File: config.mk
export PLATFORM = sky130hd
export DESIGN_NAME = rgb_expand_fade
export DESIGN_NICKNAME = d
export VERILOG_FILES = /design/src/rtl/rgb_expand_fade.sv
export SDC_FILE = /design/constraint.sdc
export NUM_CORES = 1
export LEC_CHECK = 0
export BUFFER_PORTS_ARGS = -buffer_cell sky130_fd_sc_hd__buf_2
export CORE_ASPECT_RATIO = 1.1
export CORE_UTILIZATION = 61
export DETAILED_ROUTE_END_ITERATION = 7
export GPL_TIMING_DRIVEN = 0
export PLACE_DENSITY_LB_ADDON = 0.3
export SYNTH_ARGS = -nofsm -noshare
export SYNTH_HDL_FRONTEND = slang
export SYNTH_SLANG_ARGS = --single-unit
File: constraint.sdc
create_clock -name clk -period 4.9 [get_ports clk]
set_input_delay 0.98 -clock clk [delete_from_list [all_inputs] [get_ports clk]]
set_output_delay 0.98 -clock clk [all_outputs]
set_load 0.02 [all_outputs]
File: src/rtl/rgb_expand_fade.sv
// RGB expander (IN_BITS -> OUT_BITS per channel, MSB-first replication) with
// frame-synchronous global fade. Optional colour-key compare under RGB_EXPAND_KEY_EN.
module rgb_expand_fade #(
  parameter int unsigned IN_BITS    = 1,
  parameter int unsigned OUT_BITS   = 6,
  parameter int unsigned LEVEL_BITS = 4,
  parameter int unsigned FADE_DIV   = 2,
  parameter int unsigned FADE_STEP  = 1,
  parameter int unsigned RESET_ON   = 1
) (
  input  logic                    clk,
  input  logic                    nReset,
  input  logic [3*IN_BITS-1:0]    pix_in,
  input  logic                    pix_valid_in,
  input  logic                    frame_tick,
  input  logic                    fade_in_req,
  input  logic                    fade_out_req,
`ifdef RGB_EXPAND_KEY_EN
  input  logic [3*IN_BITS-1:0]    key_colour,
  output logic                    key_out,
`endif
  output logic [3*OUT_BITS-1:0]   pix_out,
  output logic                    pix_valid_out,
  output logic [LEVEL_BITS:0]     level,
  output logic                    fade_busy
);

  localparam int unsigned LW    = LEVEL_BITS + 1;
  localparam int unsigned PW    = (FADE_DIV > 1) ? $clog2(FADE_DIV) : 1;
  localparam int unsigned PRODW = OUT_BITS + LW;

  localparam logic [LW-1:0] LEVEL_MAX = LW'(1) << LEVEL_BITS;
  localparam logic [LW-1:0] LEVEL_RST = (RESET_ON != 0) ? LEVEL_MAX : '0;
  localparam logic [LW-1:0] STEP      = LW'(FADE_STEP);
  localparam logic [PW-1:0] DIV_LAST  = PW'(FADE_DIV - 1);

  typedef enum logic [1:0] {
    ST_OFF       = 2'd0,
    ST_ON        = 2'd1,
    ST_FADE_UP   = 2'd2,
    ST_FADE_DOWN = 2'd3
  } state_t;

  localparam state_t ST_RST = (RESET_ON != 0) ? ST_ON : ST_OFF;

  state_t          state_q, state_d;
  logic [LW-1:0]   level_d;
  logic [PW-1:0]   presc_q, presc_d;
  logic [LW:0]     up_sum;
  logic            take_out, take_in, fading;

  // Next-state: fade_out wins over fade_in; a taken request swallows a same-cycle tick
  always_comb begin
    state_d  = state_q;
    level_d  = level;
    presc_d  = presc_q;
    up_sum   = {1'b0, level} + {1'b0, STEP};
    fading   = (state_q == ST_FADE_UP) || (state_q == ST_FADE_DOWN);
    take_out = fade_out_req && ((state_q == ST_ON) || (state_q == ST_FADE_UP));
    take_in  = !fade_out_req && fade_in_req &&
               ((state_q == ST_OFF) || (state_q == ST_FADE_DOWN));

    if (take_out) begin
      state_d = ST_FADE_DOWN;
      presc_d = '0;
    end else if (take_in) begin
      state_d = ST_FADE_UP;
      presc_d = '0;
    end else if (frame_tick && fading) begin
      if (presc_q == DIV_LAST) begin
        presc_d = '0;
        if (state_q == ST_FADE_UP) begin
          if (up_sum >= {1'b0, LEVEL_MAX}) begin
            level_d = LEVEL_MAX;
            state_d = ST_ON;
          end else begin
            level_d = up_sum[LW-1:0];
          end
        end else begin
          if (level <= STEP) begin
            level_d = '0;
            state_d = ST_OFF;
          end else begin
            level_d = level - STEP;
          end
        end
      end else begin
        presc_d = presc_q + PW'(1);
      end
    end
  end

  always_ff @(posedge clk or negedge nReset) begin
    if (!nReset) begin
      state_q   <= ST_RST;
      level     <= LEVEL_RST;
      presc_q   <= '0;
      fade_busy <= 1'b0;
    end else begin
      state_q   <= state_d;
      level     <= level_d;
      presc_q   <= presc_d;
      fade_busy <= (state_d == ST_FADE_UP) || (state_d == ST_FADE_DOWN);
    end
  end

  function automatic logic [OUT_BITS-1:0] expand(input logic [IN_BITS-1:0] c);
    logic [OUT_BITS-1:0] e;
    e = '0;
    for (int k = 0; k < OUT_BITS; k++) begin
      e[OUT_BITS-1-k] = c[IN_BITS-1-(k % IN_BITS)];
    end
    return e;
  endfunction

  logic [3*OUT_BITS-1:0] exp_c;
  logic [3*OUT_BITS-1:0] s1_pix;
  logic [LW-1:0]         s1_lvl;
  logic                  s1_valid;
  logic [PRODW-1:0]      prod_c [3];
  logic [3*OUT_BITS-1:0] scaled_c;

  always_comb begin
    for (int ch = 0; ch < 3; ch++) begin
      exp_c[ch*OUT_BITS +: OUT_BITS] = expand(pix_in[ch*IN_BITS +: IN_BITS]);
    end
  end

  // Full-width product; dropping LEVEL_BITS LSBs makes full level an exact identity
  always_comb begin
    for (int ch = 0; ch < 3; ch++) begin
      prod_c[ch] = PRODW'(s1_pix[ch*OUT_BITS +: OUT_BITS]) * PRODW'(s1_lvl);
      scaled_c[ch*OUT_BITS +: OUT_BITS] = prod_c[ch][LEVEL_BITS +: OUT_BITS];
    end
  end

  always_ff @(posedge clk or negedge nReset) begin
    if (!nReset) begin
      s1_pix        <= '0;
      s1_lvl        <= '0;
      s1_valid      <= 1'b0;
      pix_out       <= '0;
      pix_valid_out <= 1'b0;
    end else begin
      s1_valid      <= pix_valid_in;
      pix_valid_out <= s1_valid;
      if (pix_valid_in) begin
        s1_pix <= exp_c;
        s1_lvl <= level;
      end
      if (s1_valid) begin
        pix_out <= scaled_c;
      end
    end
  end

`ifdef RGB_EXPAND_KEY_EN
  logic s1_key;

  // Key matches on the raw input code, before expansion
  always_ff @(posedge clk or negedge nReset) begin
    if (!nReset) begin
      s1_key  <= 1'b0;
      key_out <= 1'b0;
    end else begin
      s1_key  <= pix_valid_in && (pix_in == key_colour);
      key_out <= s1_key;
    end
  end
`endif

endmodule

; ---- After elaboration in Yosys (flattened, before gate mapping)
; Index checks and enable logic that the tools add are counted.
[word_totals]
elab_cells = 50
out_inout_bits = 25
ff_bits = 47
input_bits = 9
[op_classes]
n_mux = 14
n_mul = 3
addsub = 3
reduce_logical = 12
eq_ne = 5
n_lt_le_gt_ge = 2
n_bitwise = 2
[ops]
columns = operator, n
row1 = 6-bit by 5-bit multiplier with 10-bit output, 3
row2 = 5-bit 2-to-1 mux, 3
row3 = 2-bit 2-to-1 mux, 7
row4 = "2-bit equality test, second input constant", 4
row5 = "5-bit by 1-bit adder with 6-bit output, second input constant", 1
row6 = "6-bit by 5-bit >= comparator with 1-bit output, second input constant", 1
row7 = "5-bit by 1-bit <= comparator with 1-bit output, second input constant", 1
row8 = "5-bit by 1-bit subtractor with 5-bit output, second input constant", 1
row9 = 1-bit logical AND, 4
row10 = 1-bit logical OR, 4
row11 = 1-bit 2-to-1 mux, 4
row12 = 4-bit AND reduction, 1
row13 = 3-bit nonzero test, 1
row14 = "2-bit by 1-bit equality test with 1-bit output, second input constant", 1
row15 = 2-bit zero test, 1
row16 = 1-bit NOT, 2
row17 = "1-bit adder, second input constant", 1
row18 = 1-bit zero test, 1

; ---- Depth between registers and ports, before layout
[depth]
depth_word = 10
depth_mapped = 15

; ---- Worst setup path after synthesis
; No wires, ideal clock.
[synth_path]
path_type = register to register
start = register s1_pix[5]
end = register pix_out[4]
path_slack_ns = 0.961
setup_time_ns = 0.125
stages_incl_launch_ff = 14
path_buffers = 0
period_less_slack_ns = 3.939
arrival_ns = 3.815
path_cell_list = dfrtp_1 and2_2 ha_1 xor2_1 inv_1 fa_1 fa_1 inv_1 ha_1 nand4_1 o2111ai_1 a222oi_1 xnor2_1 mux2_2
[synth_between]
elab_chain_len = 1
[synth_lines]
columns = item, line_no
row1 = "start, declared", 117  ; logic [3*OUT_BITS-1:0] s1_pix;
row2 = "start signal, assigned", 148  ; s1_pix <= exp_c;
row3 = 6-bit by 5-bit multiplier with 10-bit output, 132  ; prod_c[ch] = PRODW'(s1_pix[ch*OUT_BITS +: OUT_BITS]) * PRODW'(s1_lvl);
row4 = "end signal, assigned", 152  ; pix_out <= scaled_c;
row5 = "end, declared", 22  ; output logic [3*OUT_BITS-1:0] pix_out,
; No other way between the ends.
; A chain may end at the register's enable or synchronous reset.

; ---- Worst setup path after layout
; Same ends and word-level chain as after synthesis.

==> results_dict.tcl <==
set metrics [dict create \
    synth_area_leaders "dfrtp_1, ha_1, fa_1" \
    clk_pin_slew_ps 90 \
    path_buf_inv 2 \
    n_antenna_cell 0 \
    grt_pass1_wl_um 12300 \
    dp_hpwl_um 5450 \
    setup_tns_ps 0 \
    num_io_pins 34 \
    area_delta_synth_final_pct 9.86 \
    layout_common_cells "inv_1, ha_1, buf_2" \
    period_share_pct 88.3 \
    drive_gt1_share_pct 20.4 \
    synth_top_area_share_pct 24.7 \
    ctsResizeCount 0 \
    synth_top_family_by_area "adder cells" \
    drt_iter0_markers 89 \
    ys_seq_elements 37 \
    synth-warning-count 0 \
    route.vias.total 2814 \
    status "complete, no violations" \
    gp_congestion 0.873 \
    cts_buffers 5 \
    syn_area_um2 3540 \
    viasPerCell 5.79 \
    synth_top_area_cell "dfrtp_1" \
    fillers 439 \
    start_util_pct 64.4 \
    cts_hold_buffers 0 \
    die_y_um 81.9 \
    start_kind "flip-flop" \
    grt_use_total_pct 26.1 \
    postSynthCellCount 370 \
    first_pass_iters 4 \
    grt_max_degree 38 \
    synth_nets 442 \
    worst_slew_pin_slew_ps 843 \
    hold_violations 0 \
    cts.sinks 37 \
    synth-async-reset-ratio_pct 100 \
    layout_commonest_cell "inv_1" \
    dieWidth_um 74.6 \
    critPathTopFamily "adder cells" \
    critPathMaxStageDelay_ps 530 \
    root_buffer "clkbuf_8" \
    grt_pass1_vias 2811 \
    path_cells "and2_2, ha_1, xor2_1, inv_1, fa_1, fa_1, inv_1, ha_1, nand4_1, o2111ai_1, a222oi_1, xnor2_1, mux2_2" \
    synth_compound_area_share_pct 13.9 \
    layout.nets 482 \
    worstPathRequired_ps 5080 \
    drtAntennaViolNets 0 \
    std_cell_rows 28 \
    fp.coreArea_um2 5500 \
    cts_tree "done" \
    portBuffers 33 \
    seq_area_um2 928 \
    ys.flop_type "dfrtp_1" \
    fmax_mhz 231 \
    synthSimpleGateAreaFrac_pct 13.0 \
    synth.distinct_cells 53 \
    drv_cap 0 \
    clock_skew_ps 10.6 \
    rsz0062_at_grt "no" \
    cts_setup_buffers 0 \
    path_max_fanout 9 \
    drc 0 \
    synthMuxAreaShare_pct 8.45 \
    wl_per_cell_um 14.4 \
    yosysSeqAreaShare_pct 26.2 \
    slowest_stage "fa_1" \
    overflow 0 \
    crit_type "flip-flop to flip-flop" \
    h-tree-depth 2 \
    hold_path.class "flip-flop to flip-flop" \
    synth-adder-area-share_pct 26.1 \
    multi_input_area_um2 2350 \
    relSlewSlack_pct 43.8 \
    slew_viol_final 0 \
    synth_edf_count 0 \
    synth_xor_area_share_pct 4.95 \
    avgSynthCellArea_um2 9.57 \
    clockBufferDepth 2 \
    dieArea_um2 6110 \
    critPathArrivalTime_ps 4510 \
    routed_wl_um 7010 \
    antenna_found_initial 0 \
    min_period_ps 4330 \
    cp-end-kind "flip-flop" \
    setup_viol 0 \
    clock_latency_ps 290 \
]
==> cell usage after synthesis, types with 5 or more instances <==
cell type  number
inv_1          56
ha_1           45
dfrtp_1        35
mux2_2         23
nand2_1        20
nor2_1         19
fa_1           18
a21oi_1        13
nand3_1        11
xnor2_1        10
xor2_1         10
a21o_1          7
a31oi_1         7
and2_1          6
o211ai_1        6
o21ai_0         6
buf_2           5
==> worst reg2reg max path, cell delays in order, from the launching register on <==
cell and delay [ps]:
dfrtp_1 480, and2_2 260, ha_1 360, xor2_1 440, inv_1 130, fa_1 530, fa_1 530, inv_1 50
ha_1 340, nand4_1 140, o2111ai_1 190, a222oi_1 430, xnor2_1 100, mux2_2 270
==> metal layers <==
layer,share of wire (%),vias up,GRT usage [%]
met5,0,-,0
met4,2.2,0,9.43
met3,4.4,17,4.91
met2,50,71,46.7
met1,43,1353,30.8
li1,-,1373,-
==> per-stage QoR <==
stage | setup slack [ps] | hold slack, ps | utilization, % | cells | cell area [µm²]
2_1_floorplan | 961 | 387 | - | 370 | 3540
3_3_place_gp | 688 | 395 | 69.1 | 478 | 3800
3_5_place_dp | 581 | 395 | 69.1 | 478 | 3800
4_1_cts | 555 | 414 | 70.7 | 486 | 3890
5_1_grt | 208 | 439 | 70.7 | 486 | 3890
6_report | 574 | 419 | 70.7 | 486 | 3890
==> state kept, by name, indices dropped and copies added, names as in the netlist <==
signal and count:
state_q 2, s1_lvl 5, fade_busy 1, s1_valid 1, presc_q 1, pix_out 18
s1_pix 3, level 5, pix_valid_out 1
==> cells by family after synthesis <==
group,count (synthesis)
buf+inv,65
xor+xnor,20
flops,37
simple gates,88
compound gates,70
mux,27
fa+ha+maj,63
==> layout make-up <==
cell class | instances | area share [%]
plain buffers | 9 | 1.32
clock buffers | 5 | 1.77
clock inverters | 3 | 0.547
inverters | 56 | 5.41
multi-input cells | 268 | 60.4
flip-flops and latches | 37 | 23.9
well taps | 75 | 2.41
repair buffers | 33 | 4.25
==> worst paths after layout <==
check	to	cells after the start	start	slack, ps
min in group asynchronous	state_q[1]	1	nReset	780
max in group asynchronous	pix_out[10]	1	nReset	3580
max	pix_out[4]	13	s1_pix[5]	570
min reg2reg	pix_valid_out	0	s1_valid	420
max reg2reg	pix_out[4]	13	s1_pix[5]	570
min	pix_valid_out	0	s1_valid	420
Power is not shown: default switching activity piles up to over one toggle a cycle in this logic, so the estimate is an artifact.
